File: config.mk
export PLATFORM = sky130hd
export DESIGN_NAME = mapa_scan_ctrl_flat
export DESIGN_NICKNAME = d
export VERILOG_FILES = /design/src/rtl/mapa_scan_ctrl_pkg.sv /design/src/rtl/mapa_scan_ctrl_if.sv /design/src/rtl/mapa_scan_ctrl_slot_timer.sv /design/src/rtl/mapa_scan_ctrl.sv /design/src/flat_wrapper.sv
export SDC_FILE = /design/constraint.sdc
export NUM_CORES = 1
export LEC_CHECK = 0
export ABC_AREA = 1
export CORE_ASPECT_RATIO = 0.75
export CORE_UTILIZATION = 56
export CTS_CLUSTER_SIZE = 10
export DETAILED_ROUTE_END_ITERATION = 16
export GPL_ROUTABILITY_DRIVEN = 1
export GPL_TIMING_DRIVEN = 0
export PLACE_DENSITY_LB_ADDON = 0.2
export SLEW_MARGIN = 40
export SYNTH_ARGS = -nofsm -noshare
export SYNTH_HDL_FRONTEND = slang
export SYNTH_SLANG_ARGS = --single-unit
File: constraint.sdc
create_clock -name clk -period 2.05 [get_ports clk]
set_clock_uncertainty 0.05 [all_clocks]
set_input_delay 0.615 -clock clk [delete_from_list [all_inputs] [get_ports clk]]
set_output_delay 0.615 -clock clk [all_outputs]
set_load 0.05 [all_outputs]
File: src/rtl/mapa_scan_ctrl_pkg.sv
// Shared constants, FSM state encoding and counter sizing for the map scan controller.
package mapa_scan_ctrl_pkg;

   localparam int NUM_MAPS = 8;
   localparam int MAP_W    = 7;
   localparam int SEL_W    = 3;

   typedef enum logic [1:0] {
      IDLE  = 2'd0,
      BLANK = 2'd1,
      SHOW  = 2'd2
   } state_e;

   // Timer holds (duration - 1), so $clog2 of the largest duration is always wide enough.
   function automatic int cnt_width(input int clk_div, input int blank_cycles);
      int m;
      m = 2;
      if (clk_div > m) m = clk_div;
      if (blank_cycles > m) m = blank_cycles;
      return $clog2(m);
   endfunction

endpackage

File: src/rtl/mapa_scan_ctrl_if.sv
// Control/display bundle between the game logic, the scan controller and the map selector.
interface mapa_scan_ctrl_if;
   import mapa_scan_ctrl_pkg::*;

   logic                enable;
   logic                hold;
   logic [SEL_W-1:0]    hold_sel;
   logic [SEL_W-1:0]    sel;
   logic [NUM_MAPS-1:0] col_en;
   logic                blank;
   logic                frame_done;

   modport master (
      output enable, hold, hold_sel,
      input  sel, col_en, blank, frame_done
   );

   modport slave (
      input  enable, hold, hold_sel,
      output sel, col_en, blank, frame_done
   );

endinterface

File: src/rtl/mapa_scan_ctrl_slot_timer.sv
// Loadable down-counter timing one BLANK or SHOW slot; done while the count sits at zero.
module mapa_scan_ctrl_slot_timer #(
   parameter int CW = 2
) (
   input  logic          clk,
   input  logic          reset,
   input  logic          load,
   input  logic [CW-1:0] load_val,
   output logic          done
);

   logic [CW-1:0] cnt;

   always_ff @(posedge clk or posedge reset) begin
      if (reset)
         cnt <= '0;
      else if (load)
         cnt <= load_val;
      else if (cnt != '0)
         cnt <= cnt - CW'(1);
   end

   assign done = (cnt == '0);

endmodule

File: src/rtl/mapa_scan_ctrl.sv
// Time-multiplexing scan controller: walks sel/col_en through the 8 map columns with
// optional blanking between slots and a hold mode that freezes on one map.
module mapa_scan_ctrl
   import mapa_scan_ctrl_pkg::*;
#(
   parameter int CLK_DIV      = 50000,
   parameter int BLANK_CYCLES = 4
) (
   input  logic            clk,
   input  logic            reset,
   mapa_scan_ctrl_if.slave bus
);

   localparam int            CW         = cnt_width(CLK_DIV, BLANK_CYCLES);
   localparam logic [CW-1:0] SHOW_LD    = CW'(CLK_DIV - 1);
   localparam logic [CW-1:0] BLANK_LD   = (BLANK_CYCLES > 0) ? CW'(BLANK_CYCLES - 1) : '0;
   localparam state_e        SLOT_ENTRY = (BLANK_CYCLES == 0) ? SHOW : BLANK;
   localparam logic [CW-1:0] ENTRY_LD   = (BLANK_CYCLES == 0) ? SHOW_LD : BLANK_LD;

   state_e              state, state_nx;
   logic [SEL_W-1:0]    sel_q, sel_nx;
   logic [NUM_MAPS-1:0] col_en_q;
   logic                blank_q;
   logic                fd_q, fd_nx;
   logic                load;
   logic [CW-1:0]       load_val;
   logic                done;

   mapa_scan_ctrl_slot_timer #(.CW(CW)) u_timer (
      .clk      (clk),
      .reset    (reset),
      .load     (load),
      .load_val (load_val),
      .done     (done)
   );

   // Next state, next index and timer reload; hold/hold_sel only matter at slot boundaries.
   always_comb begin
      state_nx = state;
      sel_nx   = sel_q;
      fd_nx    = 1'b0;
      load     = 1'b0;
      load_val = SHOW_LD;
      if (!bus.enable) begin
         state_nx = IDLE;
         sel_nx   = '0;
      end else begin
         case (state)
            IDLE: begin
               state_nx = SLOT_ENTRY;
               sel_nx   = bus.hold ? bus.hold_sel : '0;
               load     = 1'b1;
               load_val = ENTRY_LD;
            end
            BLANK: begin
               if (done) begin
                  state_nx = SHOW;
                  load     = 1'b1;
                  load_val = SHOW_LD;
               end
            end
            SHOW: begin
               if (done) begin
                  state_nx = SLOT_ENTRY;
                  sel_nx   = bus.hold ? bus.hold_sel : sel_q + SEL_W'(1);
                  fd_nx    = !bus.hold && (sel_q == SEL_W'(NUM_MAPS - 1));
                  load     = 1'b1;
                  load_val = ENTRY_LD;
               end
            end
            default: begin
               state_nx = IDLE;
               sel_nx   = '0;
            end
         endcase
      end
   end

   // Outputs are decoded from the next state so they change on the same edge as the FSM.
   always_ff @(posedge clk or posedge reset) begin
      if (reset) begin
         state    <= IDLE;
         sel_q    <= '0;
         col_en_q <= '0;
         blank_q  <= 1'b1;
         fd_q     <= 1'b0;
      end else begin
         state    <= state_nx;
         sel_q    <= sel_nx;
         col_en_q <= (state_nx == SHOW) ? (NUM_MAPS'(1) << sel_nx) : '0;
         blank_q  <= (state_nx != SHOW);
         fd_q     <= fd_nx;
      end
   end

   assign bus.sel        = sel_q;
   assign bus.col_en     = col_en_q;
   assign bus.blank      = blank_q;
   assign bus.frame_done = fd_q;

endmodule

File: src/flat_wrapper.sv
// flat-port wrapper written by rule: the top's interface ports become plain ports
module mapa_scan_ctrl_flat import mapa_scan_ctrl_pkg::*;
#(
   parameter int CLK_DIV      = 50000,
   parameter int BLANK_CYCLES = 4
)
  (clk, reset, bus_enable, bus_hold, bus_hold_sel, bus_sel, bus_col_en, bus_blank, bus_frame_done);
  mapa_scan_ctrl_if bus_i ();
  input  logic clk;
  input  logic reset;
  input wire logic [$bits(bus_i.enable)-1:0] bus_enable;
  input wire logic [$bits(bus_i.hold)-1:0] bus_hold;
  input wire logic [$bits(bus_i.hold_sel)-1:0] bus_hold_sel;
  output wire logic [$bits(bus_i.sel)-1:0] bus_sel;
  output wire logic [$bits(bus_i.col_en)-1:0] bus_col_en;
  output wire logic [$bits(bus_i.blank)-1:0] bus_blank;
  output wire logic [$bits(bus_i.frame_done)-1:0] bus_frame_done;
  assign bus_i.enable = bus_enable;
  assign bus_i.hold = bus_hold;
  assign bus_i.hold_sel = bus_hold_sel;
  assign bus_sel = bus_i.sel;
  assign bus_col_en = bus_i.col_en;
  assign bus_blank = bus_i.blank;
  assign bus_frame_done = bus_i.frame_done;
  mapa_scan_ctrl #(.CLK_DIV(CLK_DIV), .BLANK_CYCLES(BLANK_CYCLES)) u_core (.clk(clk), .reset(reset), .bus(bus_i));
endmodule
**Word-level counts from Yosys, hierarchy flattened**

Index checks and enable logic that the tools add are counted.

- Logic and storage cells: 42
- Bits of input ports: 7
- Flip-flop bits (word level): 31
- Output and inout bits: 13

- Eq/ne operators: 5
- Shift-type cells: 1
- Reduce and logical (&&, ||, !) cells: 7
- Add/sub/neg operators: 2
- Mux-type cells: 21

Operator list:

| kind | count |
|---|---|
| 16-bit two-way mux | 4 |
| 16-bit case mux with 2 select lines | 1 |
| 16-bit logical NOT | 1 |
| 16-bit nonzero test | 1 |
| 16-bit by 1-bit subtractor with 16-bit output (second input constant) | 1 |
| 3-bit two-way mux | 4 |
| 3-bit case mux with 3 select lines | 1 |
| 8-bit two-way mux | 1 |
| 1-bit by 3-bit left shift with 8-bit output (first input constant) | 1 |
| 2-bit two-way mux | 3 |
| 2-bit case mux with 3 select lines | 1 |
| 1-bit two-way mux | 5 |
| 2-bit == test (second input constant) | 2 |
| 3-bit by 1-bit adder with 3-bit output (second input constant) | 1 |
| 3-bit == test (second input constant) | 1 |
| 2-bit by 1-bit == test with 1-bit output (second input constant) | 1 |
| 2-bit logical NOT | 1 |
| 2-bit != test (second input constant) | 1 |
| 1-bit case mux with 2 select lines | 1 |
| 2-bit nonzero test | 1 |
| 2-bit OR reduction | 1 |
| 1-bit logical AND | 1 |
| 1-bit logical NOT | 1 |

**Logic depth before layout (Yosys ltp)**

Gate-level depths: netlist of run 1.

- Word-level depth: 7
- Gate-level depth with buffers: 12
- Gate-level depth less buffers: 12

**Hierarchy**

A second synthesis of run 1 with hierarchy kept.

- Cells, all modules: 273
- Area total of the unflattened synthesis: 2095.8 um^2

By module, submodules not included:

| module | area each (um^2) | times used | seq. area each (um^2) | cells an instance |
|---|---|---|---|---|
| mapa_scan_ctrl_slot_timer | 1213.7 | 1 | 400.4 | 169 |
| mapa_scan_ctrl | 882.1 | 1 | 376.6 | 104 |

**Worst setup path before layout of run 1**

Ideal clock, no wire load.

- Kind: reg-to-reg
- Start point: reg u_core.sel_q[0] (netlist: u_core.bus.sel[0])
- End point: reg u_core.col_en_q[0] (netlist: u_core.bus.col_en[0])
- Path buffers: 0
- Path slack: 0.207 ns
- Period minus slack after synthesis: 1.843 ns
- Setup time: 0.117 ns
- Cell stages (with the launch flop): 11
- Arrival: 1.676 ns
- Required time: 1.883 ns
- Cells stage by stage: dfrtp_1 -> ha_1 -> ha_1 -> nand2_1 -> and2_1 -> nand3_1 -> nand3_1 -> nand2_1 -> nand2_1 -> nand2_2 -> nor2_1

- Cells in the longest elaborated chain, start to end: 7

RTL lines:

| what | line | source |
|---|---|---|
| start, declared | mapa_scan_ctrl.sv:21 | `logic [SEL_W-1:0] sel_q, sel_nx;` |
| start signal, assigned | mapa_scan_ctrl.sv:89 | `sel_q <= sel_nx;` |
| 3-bit by 1-bit adder with 3-bit output | mapa_scan_ctrl.sv:65 | `sel_nx = bus.hold ? bus.hold_sel : sel_q + SEL_W'(1);` |
| 3-bit two-way mux | mapa_scan_ctrl.sv:65 |  |
| 3-bit two-way mux | mapa_scan_ctrl.sv:63 | `if (done) begin` |
| 3-bit case mux with 3 select lines (*) | mapa_scan_ctrl.sv:48 | `case (state)` |
| 3-bit two-way mux (*) | mapa_scan_ctrl.sv:44 | `if (!bus.enable) begin` |
| 1-bit by 3-bit left shift with 8-bit output (*) | mapa_scan_ctrl.sv:90 | `col_en_q <= (state_nx == SHOW) ? (NUM_MAPS'(1) << sel_nx) : '0;` |
| 8-bit two-way mux (*) | mapa_scan_ctrl.sv:90 |  |
| end signal, assigned | mapa_scan_ctrl.sv:90 |  |
| end, declared | mapa_scan_ctrl.sv:22 | `logic [NUM_MAPS-1:0] col_en_q;` |

Mark *: on every way between the ends. The rest lies on a longest branch, timed or not.
A chain may end at the register's enable or synchronous reset.

**Worst setup path in the final report of run 1**

- Start point: reg u_core.blank_q (netlist: u_core.bus.blank)
- End point: out bus_blank

RTL lines:

| what | line | source |
|---|---|---|
| start, declared | mapa_scan_ctrl.sv:23 | `logic blank_q;` |
| start signal, assigned | mapa_scan_ctrl.sv:91 | `blank_q <= (state_nx != SHOW);` |
| end, declared | flat_wrapper.sv:16 | `output wire logic [$bits(bus_i.blank)-1:0] bus_blank;` |

No word-level cell between the ends.

==> results.cfg, run 1 <==
[critical_path]
crit_arrival_ns = 1.33
ff2ff_path_depth = 11
crit_required_ns = 1.38
worst_path_largest_cell_delay_ns = 0.52
rrSetupSlack_ns = 0.18
path_cells = dlygate4sd2_1
crit_buf_inv = 1
worst_setup_path_end_kind = output pin
path_max_fanout = 1
crit_family = flip-flops
crit_start = u_core.bus.blank
r2r_start = u_core.u_timer.cnt[0]
critPathSlowestCell = dfstp_2
cp-start-kind = flop
regToRegEndpoint = u_core.bus.col_en[4]
path_class = flop to output pin

[drt]
via_per_inst = 5.21
drtIter0Drc = 80
finalWirelength_mm = 4.10
route.detailed.wl_per_inst_um = 13.4
via_count = 1595
ant_nets = 0
drc = 0
drt_first_pass_iters = 4

[timing]
worst_slew_pin_slew_ns = 0.634
period_share = 0.971
finalSetupViolations = 0
whs_ns = 0.459
max_slew_margin = 0.577
hold_viol = 0
max_clock_freq_mhz = 502
fin_setup_tns_ns = 0
finalMaxSlewViolations = 0
post-route-min-period_ns = 1.99
rsz0062_at_grt = no

[die]
initial_core_util = 0.616
pin_count = 20
die_height_um = 52.3
die_x_um = 69.0
core-area_um2 = 3060
fp-row-count = 17
die_area_um2 = 3610

[clock_network]
cts_root_buffer = clkbuf_8
clk_path_buf_depth = 2
cts_tree = done
cts_resized = 13
htreeDepth = 2
postCtsHoldBufs = 0
clk_latency_ns = 0.29
cts_setup_buffers = 0
cts.clk_slew.worst_paths_ns = 0.06
clock_sinks = 31
cts_made_buffers = 5

[run_status]
outcome = completed

[placement]
io_buffers = 19
hpwl_mm = 3.03
gp_routability_congestion = 0.913

[synth]
yosysTopAreaCellShare = 0.398
syn_area_per_cell_um2 = 7.83
synth_cell_types = 27
ys_top_cells_by_area = dfrtp_1 40%, nand2_1 12%, inv_1 6.2%, nor2_1 5.4%, ha_1 5.3%
synth-async-reset-ratio = 1.00
yosysTopAreaCell = dfrtp_1
netlist_area_um2 = 1890
synth_ff_type = dfrtp_1
ys_seq_area_frac = 0.412
yosysWarnings = 0
synth_fp_nets = 256
ys_ff_latch = 31
syn-instance-count = 241
synth_enable_flop_cells = 0

[grt]
grt_pass1_wl_mm = 6.64
grt_max_degree = 32
grt-ovfl-total = 0
grt_usage = 0.243
antenna_found_initial = 0
grt_pass1_vias = 1424

[power]
power_density_nw_per_um2 = 990
vdd_ir_drop_max_uv = 607
leakage_nw = 1.21

[min_path]
min_path_cells = 2
worst_hold_path_type = flop to flop
min_to = u_core.u_timer.cnt[0]
min_from = u_core.u_timer.cnt[0]

[cells_and_area]
drive_gt1_frac = 0.153
syn2layout_area_growth_pct = 18.0
nNetsFinal = 282
n_antenna_cell = 0
fill_cells = 247

[flow_run]
cap_viol_max_count = 0
where the power goes:
part | switching [mW] | internal, mW
logic | 0.470 | 0.266
clock network | 0.236 | 0.393
registers | 0.113 | 0.724
layer usage:
metal | track usage | wire length [µm]
met1 | 0.348 | 2030
met2 | 0.367 | 1740
met3 | 0.0519 | 293
met4 | 0.0816 | 41
met5 | 0 | 0
stage by stage:
step	std cells	power [mW]	worst slack [ns]	area (µm²)	util
final	306	2.20	0.0597	2230	0.727
after CTS	306	2.21	0.0472	2230	0.727
after global placement	298	1.55	-0.127	2120	0.694
after global routing	306	2.33	0.0200	2230	0.727
after detailed placement	298	1.57	-0.151	2120	0.694
after floorplan	241	1.42	0.207	1890	-
tightest hold or removal path, cell delays in order (launching register included):
cell     delay, ns
dfrtp_1       0.34
nand2_1       0.06
nand3_1       0.07
placed cells by master, fill, tap and decap left out, drive strengths merged:
cell / n
dlygate4sd2: 13
xor2: 9
a211oi: 1
a21oi: 8
nor2: 39
dfrtp: 30
clkbuf: 7
buf: 1
and2: 2
ha: 8
o22ai: 2
xnor2: 1
clkinv: 2
nand4: 2
o21ai: 4
o211ai: 1
clkdlybuf4s50: 6
nand2: 73
dfstp: 1
inv: 32
nor3: 4
bufinv: 1
nand3: 21
worst max path at each step:
stage                                end  slack (ns)  depth (start not counted)
finish                         bus_blank        0.06                          1
global route        u_core.bus.col_en[4]        0.02                          8
CTS                            bus_blank        0.05                          1
detailed placement  u_core.bus.col_en[4]       -0.15                          8
global placement    u_core.bus.col_en[0]       -0.13                          8
floorplan           u_core.bus.col_en[0]        0.21                         10
layout make-up:
class                           count  area [µm²]  area share
Clock buffer                        6        82.6      0.0371
Timing Repair Buffer               19         174      0.0781
Buffer                              2        12.5     0.00562
Clock inverter                      2        35.0      0.0157
Sequential cell                    31         777       0.349
Multi-Input combinational cell    175         968       0.435
Tap cell                           38        47.5      0.0214
Inverter                           33         129      0.0579
cells by family after synthesis:
kind of cell / after synthesis / share of synthesized area
buffers and inverters: 35 / 0.0749
XOR/XNOR: 10 / 0.0464
AO/OA/AOI/OAI: 16 / 0.0464
AND/OR/NAND/NOR: 141 / 0.367
flip-flops: 31 / 0.412
adder cells (fa/ha/maj): 8 / 0.0531
cell usage after synthesis (all sizes together) (2+ instances only):
cell / count
inv: 32
nor2: 39
nor3: 4
a21oi: 8
o21ai: 4
and2: 2
ha: 8
xor2: 9
o22ai: 2
nand4: 2
nand3: 21
dfrtp: 30
nand2: 73
registers in the layout, summed over array words and instances, names as in the netlist:
register	cells
u_core.bus.frame_done	1
u_core.u_timer.cnt	16
u_core.bus.sel	3
u_core.bus.blank	1
u_core.state	2
u_core.bus.col_en	8
(Power assumes the default switching activity.)
==> run 2, diff against run 1 <==
--- a/config.mk
+++ b/config.mk
@@ -6,7 +6,9 @@
 export NUM_CORES = 1
 export LEC_CHECK = 0
 export ABC_AREA = 1
+export ABC_CLOCK_PERIOD_IN_PS = 2050
 export CORE_ASPECT_RATIO = 0.75
+export CORE_MARGIN = 4
 export CORE_UTILIZATION = 56
 export CTS_CLUSTER_SIZE = 10
 export DETAILED_ROUTE_END_ITERATION = 16
==> run 2 against run 1 <==
Net effect: combinational power about the same; first-iteration DRC count increased by 50%; utilization decreased by 0.50 points; wire length increased by 3.0%; design area unchanged; total power increased by 0.87%; critical path depth unchanged; via count increased by 1.2%; non-clock buffer count unchanged; register-to-register slack improved by 0.03 ns; largest cell class unchanged.
==> results.cfg, run 2 (synthesis results as in run 1) <==
[drt]
drt_first_pass_iters = 4
route.detailed.wl_per_inst_um = 13.8
drtIter0Drc = 120
ant_nets = 0
via_count = 1614
finalWirelength_mm = 4.22
drc = 0
via_per_inst = 5.27

[placement]
hpwl_mm = 3.09
gp_routability_congestion = 0.897
placed_cell_area_um2 = 2120
dp.cells = 298
preCtsSetupSlack_ns = -0.121
io_buffers = 19

[critical_path]
crit_required_ns = 1.38
path_cells = dlygate4sd2_1
critPathSlowestCell = dlygate4sd2_1
crit_start = u_core.bus.sel[0]
path_class = flop to output pin
worst_path_largest_cell_delay_ns = 0.56
crit_buf_inv = 1
crit_arrival_ns = 1.32
r2r_start = u_core.u_timer.cnt[1]
cp-start-kind = flop
crit_family = buffers and inverters
worst_setup_path_end_kind = output pin
path_max_fanout = 6

[cells_and_area]
drive_gt1_frac = 0.153
nNetsFinal = 282
final_util = 0.722
top_register = u_core.u_timer.cnt
n_antenna_cell = 0
syn2layout_area_growth_pct = 18.0
layout_common_cells = 61 x nand2_1, 30 x inv_1, 30 x dfrtp_1, 27 x nor2_1, 20 x nand3_1
final_common_cell = nand2_1
fin_cells = 306
fin_area_um2 = 2230
largest_register_ffs = 16

[die]
die_area_um2 = 4370
fp-row-count = 17
die_x_um = 75.0
die_height_um = 58.3
pin_count = 20
core-area_um2 = 3080
initial_core_util = 0.612

[timing]
period_share = 0.968
rsz0062_at_grt = no
max_clock_freq_mhz = 504
max_slew_margin = 0.572
worst_slew_pin_slew_ns = 0.640
hold_viol = 0
post-route-min-period_ns = 1.98
finalSetupViolations = 0
layout_setup_ws_ns = 0.0652
finalMaxSlewViolations = 0
fin_setup_tns_ns = 0

[power]
vdd_ir_drop_max_uv = 641
leakage_nw = 1.21
power_density_nw_per_um2 = 998

[run_status]
outcome = completed

[grt]
grt-ovfl-total = 0
grt_pass1_wl_mm = 7.26
grt_usage = 0.224
grt_pass1_vias = 1557
grt_max_degree = 32
antenna_found_initial = 0

[clock_network]
cts_root_buffer = clkbuf_8
clk_latency_ns = 0.29
htreeDepth = 2
clk_path_buf_depth = 2
cts_made_buffers = 5
cts.clk_slew.worst_paths_ns = 0.07
cts_tree = done
clock_sinks = 31

[flow_run]
cap_viol_max_count = 0

[min_path]
worst_hold_path_type = flop to flop
min_from = u_core.u_timer.cnt[0]
[run 2: cell counts in the layout (fill, tap and decap cells not counted)]
Identical to the previous run, type by type.
[run 2: worst paths after layout]
| kind | end | slack [ns] | cells past startpoint |
|---|---|---|---|
| hold / removal | u_core.u_timer.cnt[0] | 0.46 | 2 |
| hold reg to reg | u_core.u_timer.cnt[0] | 0.46 | 2 |
| min in group asynchronous | u_core.u_timer.cnt[12] | 0.68 | 2 |
| setup / recovery | bus_sel[0] | 0.07 | 1 |
| max in group asynchronous | u_core.state[0] | 0.84 | 2 |
| setup reg to reg | u_core.bus.col_en[4] | 0.21 | 11 |
[run 2: timing repair]
item | 4_1_cts | 5_1_grt
endpoints found under the setup margin | 13 | 0
hold buffers | 0 | 0
setup buffers | 0 | 0
gates resized for setup | 13 | 0
[run 2: power by group]
part,total (mW),leakage (nW),internal [mW],switching (mW)
Sequential,0.838,0.407,0.724,0.114
Combinational,0.739,0.746,0.267,0.471
Clock,0.645,0.0612,0.393,0.252
[run 2: layout make-up]
class,instances,area [µm²]
repair buffers,19,174
clock buffers,6,82.6
well taps,38,47.5
fillers,261,858
flip-flops and latches,31,777
clock inverters,2,35.0
multi-input cells,175,968
plain buffers,2,12.5
inverters,33,129
[run 2: layer usage]
metal	up-vias	share of wire	GRT usage
li1	799	-	-
met2	48	0.42	0.313
met1	757	0.48	0.321
met3	10	0.079	0.0555
met4	0	0.022	0.107
met5	-	0	0
[run 2: stage by stage]
stage	hold slack, ns	power [mW]
after floorplan	0.416	1.42
after global placement	0.432	1.55
after detailed placement	0.448	1.57
after CTS	0.463	2.22
after global routing	0.511	2.38
final	0.455	2.22
==> run 3, diff against run 2 <==
--- a/config.mk
+++ b/config.mk
@@ -6,7 +6,6 @@
 export NUM_CORES = 1
 export LEC_CHECK = 0
 export ABC_AREA = 1
-export ABC_CLOCK_PERIOD_IN_PS = 2050
 export CORE_ASPECT_RATIO = 0.75
 export CORE_MARGIN = 4
 export CORE_UTILIZATION = 56
==> results of run 3 <==
No change in the layout: final DEF, timing and power equal those of run 2.
==> variant 1: new RTL, flow settings as in run 1 <==
The package constant `SEL_W` goes from 3 to 4.
--- a/src/rtl/mapa_scan_ctrl_pkg.sv
+++ b/src/rtl/mapa_scan_ctrl_pkg.sv
@@ -4,5 +4,5 @@
    localparam int NUM_MAPS = 8;
    localparam int MAP_W    = 7;
-   localparam int SEL_W    = 3;
+   localparam int SEL_W    = 4;
 
    typedef enum logic [1:0] {
Ports: changed (resized bus_hold_sel and bus_sel); port bits go from 20 to 22. The function was not compared with the original's and may differ.
==> variant 1 against run 1 <==
  * Worst hold slack better by 0.012 ns
  * Via count rose by 8.1%
  * Design area grew 1.6%
  * Sequential share of layout area rose by 0.55 points
  * Register-to-register slack got worse by 0.08 ns
  * Count of clock-buffer cells in the layout did not move
  * Critical path depth is 8 higher
  * Power shrank 2.0%
  * Sequential cell count up 1
  * Synthesized area decreased by 0.33%
  * Routed wire length increased by 11%
  * Setup slack worse by 0.030 ns
  * Critical endpoint is now u_core.bus.col_en[5]$_DFF_PP0_
==> variant 1: results <==
worst_setup_path:
  reg2reg_slack_ns: 0.10
  critPathMaxFanout: 5
  critical-path-top-delay-family: "buffers and inverters"
  worstSetupEndpoint: "u_core.bus.col_en[5]$_DFF_PP0_"
  startpoint: "bus_enable"
  worstPathArrival_ns: 2.18
global_routing:
  grt_max_degree: 33
  grt_pass1_wl_um: 7110
  grtUsageTotal: 0.283
  use_met2: 0.401
  grt_pass1_vias: 1563
  met3_usage: 0.0717
  globalRouteMet1Util: 0.406
power:
  ir_worst_vdd_v: 0.000690
  pg_clk_uw: 596
  p_leak_nw: 1.16
  seq_power_share: 0.402
  sw_frac_of_total: 0.372
  clkPwrFrac: 0.276
finish:
  final_layout_size_suffix_gt1_frac: 0.147
  top_register: "u_core.u_timer.cnt"
  finalNetCount: 292
detailed_routing:
  dr.pass1.iters: 5
  num_vias: 1724
  vias_per_cell: 5.46
  routedWlPerCell_um: 14.3
  drtIter0Drc: 156
placed_design:
  port-buffer-count: 21
  dp_hpwl_um: 3280
  dpl-instance-area_um2: 2140
  place_inst: 306
timing:
  slew_headroom: 0.574
clock_network:
  ctsResizeCount: 17
synthesis:
  synth_fp_nets: 262
  ys_types: 28
  synth_top_cells_by_count: "52 x nand2_1, 39 x inv_1, 36 x nor2_1"
  synthCells: 247
  ys_seq_area_frac: 0.426
  ys_top_cells_by_area: "dfrtp_1 41%, nand2_1 10%, inv_1 7.8%, nor2_1 7.2%, ha_1 4.7%"
hold_path:
  hold_end: "u_core.u_timer.cnt[0]$_DFFE_PP0P_"
outcome:
  status: "finished, final reports clean"
[variant 1: area by class of cell]
class	count	area, um^2
sequential	32	802
fill	246	801
multi-input combinational	173	932
buffer	2	16.3
clock inverter	2	35.0
tap	38	47.5
clock buffer	6	72.6
timing repair buffer	23	206
inverter	40	150
[variant 1: through the flow]
step	hold WS [ns]	utilization	setup slack, ns	TNS, ns
3_5_place_dp	0.433	0.698	-0.461	-7.65
2_1_floorplan	0.416	-	0.301	0
5_1_grt	0.497	0.739	-0.0188	-0.0404
4_1_cts	0.451	0.730	0.0529	0
3_3_place_gp	0.432	0.698	-0.458	-9.23
6_report	0.471	0.739	0.0293	0
[variant 1: per-layer routing]
layer  vias up  part of all wire
li1        840                 -
met1       781              0.48
met2        97              0.42
met3         6             0.089
met4         0            0.0073
met5         -                 0
[variant 1: cell families after synthesis]
logic type / synth area share
fa+ha+maj: 0.0466
simple gates: 0.331
flops: 0.426
buf+inv: 0.0885
xor+xnor: 0.0186
compound gates: 0.0892
==> variant 2: new RTL, config.mk and constraints of run 1 <==
Without the edit above. The 3 states of `state_e` get a one-hot encoding in 3 bits.
--- a/src/rtl/mapa_scan_ctrl_pkg.sv
+++ b/src/rtl/mapa_scan_ctrl_pkg.sv
@@ -6,8 +6,8 @@
    localparam int SEL_W    = 3;
 
-   typedef enum logic [1:0] {
-      IDLE  = 2'd0,
-      BLANK = 2'd1,
-      SHOW  = 2'd2
+   typedef enum logic [2:0] {
+      IDLE  = 3'b001,
+      BLANK = 3'b010,
+      SHOW  = 3'b100
    } state_e;
 
Check against the original RTL: no difference found for any inputs over 10 cycles, from zero or initial values and one cycle with reset high; not proved beyond that.
==> variant 2 against run 1 <==
  * Synthesized cell count is 7.9% lower
  * Register-to-register slack better by 0.03 ns
  * Setup slack got worse by 0.028 ns
  * First-iteration DRC count increased by 3.8%
  * Sequential cell count grew 1
  * Power rose by 13%
  * Design area is 5.5% lower
  * Routed wire length shrank 8.3%
  * Core utilization fell by 2.0 points
  * Synthesized area is 5.4% lower
==> variant 2: results <==
synthesis:
  synth_xor_area_frac: 0.0245
  ys_types: 29
  synth_compound_area_frac: 0.109
  ys_top_cells_by_area: "dfrtp_1 42%, nand2_1 8.8%, nor2_1 5.9%, inv_1 5.7%, nand3_1 5.0%"
  synthAdderAreaFrac: 0.0281
  synth_top_cells_by_count: "42 x nand2_1, 30 x dfrtp_1, 28 x nor2_1"
worst_setup_path:
  slowest_stage: "dlygate4sd2_1"
  worstPathArrival_ns: 1.35
  r2r_end: "u_core.u_timer.cnt[3]$_DFFE_PP0P_"
  reg2reg_slack_ns: 0.21
  ff2ff_path_depth: 8
power:
  internal-power_mw: 1.49
  p_leak_nw: 1.08
  seq_power_share: 0.390
  pg_seq_uw: 970
  ir_worst_vdd_v: 0.000721
finish:
  final_cell_count_no_fill: 286
  finalNetCount: 258
global_routing:
  grtUsageTotal: 0.262
  grt_pass1_wl_um: 6260
  grt_max_degree: 33
  grt_pass1_vias: 1317
detailed_routing:
  routedWlPerCell_um: 13.1
  drtIter0Drc: 83
outcome:
  status: "finished, final reports clean"
placed_design:
  dp_hpwl_um: 2750
  place_inst: 278
timing:
  finalCriticalPeriod_ns: 2.02
  slew_headroom: 0.563
-- variant 2: changes by cell type in the layout (fill, tap and decap cells not counted), moves of 3 or more --
| cell | run 1 | this run |
|---|---|---|
| o21ai_1 | 0 | 3 |
| ha_1 | 8 | 4 |
| nor3_1 | 2 | 6 |
| inv_1 | 30 | 26 |
| nor2_4 | 5 | 2 |
| xor2_1 | 9 | 4 |
| a21oi_1 | 8 | 15 |
| nand2_1 | 61 | 42 |
-- variant 2: routing by layer --
metal / vias up / global-route usage / wire, um
met3: 8 / 0.0737 / 157
met2: 27 / 0.328 / 1490
met4: 0 / 0.106 / 76
li1: 760 / - / -
met5: - / 0 / 0
met1: 707 / 0.411 / 2040
-- variant 2: area by class of cell --
class	instances	area (um^2)
Clock buffer	6	72.6
Multi-Input combinational cell	158	853
Buffer	2	15.0
Clock inverter	2	35.0
Tap cell	38	47.5
Timing Repair Buffer	18	164
Fill cell	264	875
Inverter	30	113
Sequential cell	32	803
